<file path="config.mk">
export PLATFORM = sky130hd
export DESIGN_NAME = load_store_unit
export DESIGN_NICKNAME = d
export VERILOG_FILES = /design/src/rtl/load_store_unit.sv
export SDC_FILE = /design/constraint.sdc
export NUM_CORES = 1
export LEC_CHECK = 0
export CORE_MARGIN = 3
export CORE_UTILIZATION = 43
export CTS_CLUSTER_DIAMETER = 80
export DETAILED_ROUTE_END_ITERATION = 6
export HOLD_SLACK_MARGIN = 0.03
export PLACE_DENSITY_LB_ADDON = 0.3
export SYNTH_ARGS = -nofsm -noshare
export SYNTH_HDL_FRONTEND = slang
export SYNTH_SLANG_ARGS = --single-unit
</file>
<file path="constraint.sdc">
create_clock -name clk -period 2.2 [get_ports clk]
set_input_delay 0.44 -clock clk [delete_from_list [all_inputs] [get_ports clk]]
set_output_delay 0.44 -clock clk [all_outputs]
set_load 0.05 [all_outputs]
</file>
<file path="src/rtl/load_store_unit.sv">
// Load/store master for a word-addressed data memory: one RV32I load/store at a time, sub-word loads extended, sub-word stores by read-modify-write.
// Latency from accept edge to resp_valid: rejected access 1 cycle, load/SW 2 cycles, SB/SH 3 cycles.
// req_ready is high only in IDLE. The response is a one-cycle pulse with no backpressure.
module load_store_unit #(
  parameter int MEM_WORDS   = 64,
  parameter bit CHECK_RANGE = 1'b1
) (
  input  logic        clk,
  input  logic        rst_n,
  input  logic        req_valid,
  output logic        req_ready,
  input  logic        req_we,
  input  logic [2:0]  req_funct3,
  input  logic [31:0] req_addr,
  input  logic [31:0] req_wdata,
  output logic        resp_valid,
  output logic [31:0] resp_rdata,
  output logic        resp_err,
  output logic        mem_WE,
  output logic [31:0] mem_A,
  output logic [31:0] mem_WD,
  input  logic [31:0] mem_RD
);

  localparam logic [30:0] MemWordsL = 31'(MEM_WORDS);

  typedef enum logic [2:0] {IDLE, LOAD, RMW, WRITE, RESP} state_t;

  state_t      state_q, state_d;
  logic [2:0]  f3_q, f3_d;
  logic [31:0] addr_q, addr_d;
  logic [15:0] wdata_q, wdata_d;
  logic [31:0] wd_q, wd_d;
  logic [31:0] rdata_q, rdata_d;
  logic        err_q, err_d;

  logic        f3_bad, misalign, out_of_range, req_err;
  logic [7:0]  ld_byte;
  logic [15:0] ld_half;
  logic [31:0] load_val;
  logic [31:0] merged;

  // Classify the incoming request: illegal funct3, misalignment, or word index beyond memory.
  always_comb begin
    f3_bad       = req_we ? (req_funct3[2] || (req_funct3[1:0] == 2'b11))
                          : ((req_funct3 == 3'b011) || (req_funct3[2:1] == 2'b11));
    misalign     = ((req_funct3[1:0] == 2'b01) && req_addr[0]) ||
                   ((req_funct3[1:0] == 2'b10) && (req_addr[1:0] != 2'b00));
    out_of_range = CHECK_RANGE && ({1'b0, req_addr[31:2]} >= MemWordsL);
    req_err      = f3_bad || misalign || out_of_range;
  end

  // Pick the addressed lane out of the read word and extend it according to funct3.
  always_comb begin
    ld_byte  = 8'h00;
    ld_half  = addr_q[1] ? mem_RD[31:16] : mem_RD[15:0];
    load_val = mem_RD;
    case (addr_q[1:0])
      2'd0:    ld_byte = mem_RD[7:0];
      2'd1:    ld_byte = mem_RD[15:8];
      2'd2:    ld_byte = mem_RD[23:16];
      default: ld_byte = mem_RD[31:24];
    endcase
    case (f3_q)
      3'b000:  load_val = {{24{ld_byte[7]}}, ld_byte};
      3'b001:  load_val = {{16{ld_half[15]}}, ld_half};
      3'b100:  load_val = {24'h000000, ld_byte};
      3'b101:  load_val = {16'h0000, ld_half};
      default: load_val = mem_RD;
    endcase
  end

  // Overlay the store byte (SB) or half (SH) onto the current memory word.
  always_comb begin
    merged = mem_RD;
    if (!f3_q[0]) begin
      merged[{addr_q[1:0], 3'b000} +: 8] = wdata_q[7:0];
    end else if (addr_q[1]) begin
      merged[31:16] = wdata_q;
    end else begin
      merged[15:0] = wdata_q;
    end
  end

  // Next-state and next-register logic; the address register only moves on accepted
  // legal requests so mem_A keeps showing the last real memory address.
  always_comb begin
    state_d = state_q;
    f3_d    = f3_q;
    addr_d  = addr_q;
    wdata_d = wdata_q;
    wd_d    = wd_q;
    rdata_d = rdata_q;
    err_d   = err_q;
    case (state_q)
      IDLE: begin
        if (req_valid) begin
          f3_d    = req_funct3;
          wdata_d = req_wdata[15:0];
          if (req_err) begin
            err_d   = 1'b1;
            rdata_d = 32'h0;
            state_d = RESP;
          end else begin
            addr_d = req_addr;
            if (!req_we) begin
              state_d = LOAD;
            end else if (req_funct3 == 3'b010) begin
              wd_d    = req_wdata;
              state_d = WRITE;
            end else begin
              state_d = RMW;
            end
          end
        end
      end
      LOAD: begin
        rdata_d = load_val;
        err_d   = 1'b0;
        state_d = RESP;
      end
      RMW: begin
        wd_d    = merged;
        state_d = WRITE;
      end
      WRITE: begin
        rdata_d = 32'h0;
        err_d   = 1'b0;
        state_d = RESP;
      end
      RESP:    state_d = IDLE;
      default: state_d = IDLE;
    endcase
  end

  // State register; reset aborts any operation so mem_WE falls immediately.
  always_ff @(posedge clk or negedge rst_n) begin
    if (!rst_n) state_q <= IDLE;
    else        state_q <= state_d;
  end

  // Latched request, write data and response registers.
  always_ff @(posedge clk or negedge rst_n) begin
    if (!rst_n) begin
      f3_q    <= 3'b000;
      addr_q  <= 32'h0;
      wdata_q <= 16'h0;
      wd_q    <= 32'h0;
      rdata_q <= 32'h0;
      err_q   <= 1'b0;
    end else begin
      f3_q    <= f3_d;
      addr_q  <= addr_d;
      wdata_q <= wdata_d;
      wd_q    <= wd_d;
      rdata_q <= rdata_d;
      err_q   <= err_d;
    end
  end

  assign req_ready  = (state_q == IDLE);
  assign resp_valid = (state_q == RESP);
  assign mem_WE     = (state_q == WRITE);
  assign mem_A      = {addr_q[31:2], 2'b00};
  assign mem_WD     = wd_q;
  assign resp_rdata = rdata_q;
  assign resp_err   = err_q;

endmodule

</file>
==> impl_metrics.env <==
export IMPL_outcome="finished clean"
export IMPL_clock_sinks=119
export IMPL_start_util_pct=44.7
export IMPL_p_leak_nw=4.15
export IMPL_avgRoutedWirePerCell_um=19.6
export IMPL_clkTransAtPathRegs_ns=0.05
export IMPL_p_total_w=0.00593
export IMPL_cts_root_buffer="clkbuf_16"
export IMPL_die_area_um2=16900
export IMPL_fin_setup_tns_ns=0
export IMPL_max_freq_ghz=0.467
export IMPL_wl_um=20000
export IMPL_final_setup_viol_count=0
export IMPL_path_cells="clkinv_8, buf_4, ha_4, a222oi_1, mux2_4, or4_4, o311a_4, buf_4, o21ai_2"
export IMPL_cts_buffers=17
export IMPL_p_int_w=0.00445
export IMPL_placed_cells=983
export IMPL_grt_start_max_net_pins=120
export IMPL_ant_nets=0
export IMPL_skew_ns=0.00548
export IMPL_dr_pass1_iters=6
export IMPL_die_x_um=130
export IMPL_dp_hpwl_um=14800
export IMPL_power_frac_seq_pct=39.5
export IMPL_slowest_delay_ns=0.48
export IMPL_crit_buf_inv=3
export IMPL_cp_common_cell="buf_4"
export IMPL_hold_violations=0
export IMPL_synth_top_cell_area_share_pct=45.1
export IMPL_p_sw_share_pct=25.0
export IMPL_die_h_um=130
export IMPL_ir_drop_v=0.000452
export IMPL_cts_htree_levels=4
export IMPL_drt_iter0_drc=395
export IMPL_areaGrowthSynthToFinish_pct=44.9
export IMPL_drc=0
export IMPL_hold_class="input port to asynchronous set/reset pin"
export IMPL_clk_latency_ns=0.42
export IMPL_ys_flop_type="dfrtp_1"
export IMPL_pwr_share_clk_pct=47.3
export IMPL_place_gp_congestion=0.915
export IMPL_grt_usage_pct=23.7
export IMPL_rsz0062_at_grt="yes"
export IMPL_p_switching_w=0.00148
export IMPL_io_pins=203
export IMPL_final_nets=932
export IMPL_cap_violations=0
export IMPL_tightest_slew_ns=0.631
export IMPL_post_route_util_pct=64.8
export IMPL_slowest_stage="dfrtp_2"
export IMPL_postCtsHoldBufs=0
export IMPL_worst_path_dominant_cell_family="flip-flops"
export IMPL_worst_setup_path_type="register to register"
export IMPL_core_um2=14800
export IMPL_viasPerCell=5.77
export IMPL_cp_required_ns=2.55
export IMPL_grt_ovfl_total=0
export IMPL_finalCriticalPeriod_ns=2.14
export IMPL_vias=5885
export IMPL_final_area_um2=9570
export IMPL_worst_ep_arrival_time_ns=2.49
export IMPL_grt_first_pass_wirelength_um=31200
export IMPL_combPwrFrac_pct=13.2
export IMPL_syn_inst=632
export IMPL_fin_crit_sh_pct=97.2
export IMPL_antenna_found_initial=0
export IMPL_num_rows=44
export IMPL_ys_warnings_count=0
export IMPL_syn_area_per_cell_um2=10.4
export IMPL_grt_pass1_vias=5955
export IMPL_maxSlewHeadroom_pct=58.0
export IMPL_synthArstFlopShare_pct=100
export IMPL_final_cell_mix="clkdlybuf4s50_1 (196), dfrtp_1 (117), nand2_1 (46)"
export IMPL_layout_commonest_cell="clkdlybuf4s50_1"
export IMPL_antenna_cells=0
export IMPL_slew_violations=0
export IMPL_yosysUniqueCellTypes=50
export IMPL_drive_gt1_share_pct=19.9
export IMPL_path_max_fanout=11
export IMPL_power_density_nw_per_um2=620
export IMPL_yosys_area_top_type="dfrtp_1"
export IMPL_ys_top_cells_by_area="dfrtp_1 (45%), mux2_2 (7.7%), mux2i_1 (6.8%)"
export IMPL_crit_path_start_kind="register"
export IMPL_synth_edf_count=0
export IMPL_place_area_um2=8840
export IMPL_clockBufferDepth=2
export IMPL_ys_seq_area_share_pct=45.1
export IMPL_cts_tree="yes"
export IMPL_yosys_register_bits=119
export IMPL_place_port_buffers=200
export IMPL_syn_area_um2=6600
export IMPL_critPathCaptureType="register"
export IMPL_finalNonFillerCells=1020
Yosys cell counts, types with 8 or more instances:
master	n
a22o_1	16
a211oi_1	14
mux2_2	45
inv_1	24
a21oi_1	38
mux2i_1	45
a222oi_1	8
buf_4	36
a221o_1	17
nand2_1	47
buf_2	10
nor2_1	8
a21o_1	9
o21ai_2	10
nor2b_1	24
a221oi_1	15
o21ai_0	42
a22oi_1	16
clkbuf_1	26
dfrtp_1	119
layout make-up:
cell class | instances | area (um2)
clock buffer | 20 | 447
clock inverter | 12 | 153
fill | 1180 | 5190
inverter | 26 | 113
multi-input combinational | 408 | 3160
sequential | 119 | 2980
tap | 184 | 230
timing repair buffer | 251 | 2480
worst reg2reg max path, stage by stage (launching register included):
cell,delay (ns)
dfrtp_2,0.48
clkinv_8,0.08
buf_4,0.11
ha_4,0.14
a222oi_1,0.09
mux2_4,0.29
or4_4,0.43
o311a_4,0.19
buf_4,0.17
o21ai_2,0.10
per-layer routing:
| metal | track usage [%] | wire, um | up-vias |
|---|---|---|---|
| li1 | - | - | 2687 |
| met2 | 38.1 | 9590 | 243 |
| met4 | 9.11 | 495 | 0 |
| met5 | 0 | 0 | - |
| met3 | 6.10 | 1350 | 36 |
| met1 | 31.0 | 8530 | 2919 |
sequential cells by signal (all words and copies together), names as in the netlist:
register    count
addr_q         32
f3_q            3
mem_WD         32
resp_err        1
resp_rdata     32
state_q         3
wdata_q        16
power groups by stage:
stage	combinational [W]	sequential, W	clock, W
floorplan	0.000376	0.00233	0
global placement	0.000713	0.00237	0
detailed placement	0.000731	0.00237	0
CTS	0.000739	0.00234	0.00284
global route	0.000840	0.00235	0.00294
finish	0.000783	0.00234	0.00280
what timing repair did:
| item | CTS | global route |
|---|---|---|
| cloned | 0 | 0 |
| setup buffers | 0 | 5 |
| setup endpoints to repair | 9 | 29 |
| resized for setup | 1 | 19 |
| pin swaps | 1 | 5 |
metrics by stage:
stage / hold WS (ns) / worst slack, ns
floorplan: 0.144 / -0.00108
global placement: 0.466 / -0.210
detailed placement: 0.466 / -0.261
CTS: 0.141 / 0.00311
global route: 0.171 / -0.0203
finish: 0.112 / 0.0608
path summary, 6_finish.rpt:
check                               from              to  slack, ns  cells after the start
max reg2reg                    addr_q[1]  resp_rdata[29]       0.06                      9
min                                rst_n      addr_q[25]       0.11                      2
min in group clk           resp_rdata[9]   resp_rdata[9]       0.47                      1
max in group asynchronous          rst_n       addr_q[1]       1.60                      2
min reg2reg                resp_rdata[9]   resp_rdata[9]       0.47                      1
max                            addr_q[1]  resp_rdata[29]       0.06                      9
kinds of logic (layout without fill, tap and decap cells):
| family | after synthesis | after routing | share of synthesized area, % |
|---|---|---|---|
| buffers and inverters | 106 | 309 | 8.76 |
| multiplexers | 90 | 90 | 14.5 |
| AO/OA/AOI/OAI | 203 | 203 | 22.2 |
| flip-flops | 119 | 119 | 45.1 |
| AND/OR/NAND/NOR | 107 | 107 | 8.21 |
| other | 1 | 2 | 0.0568 |
| adder cells (fa/ha/maj) | 6 | 6 | 1.14 |
(Power assumes the default switching activity.)
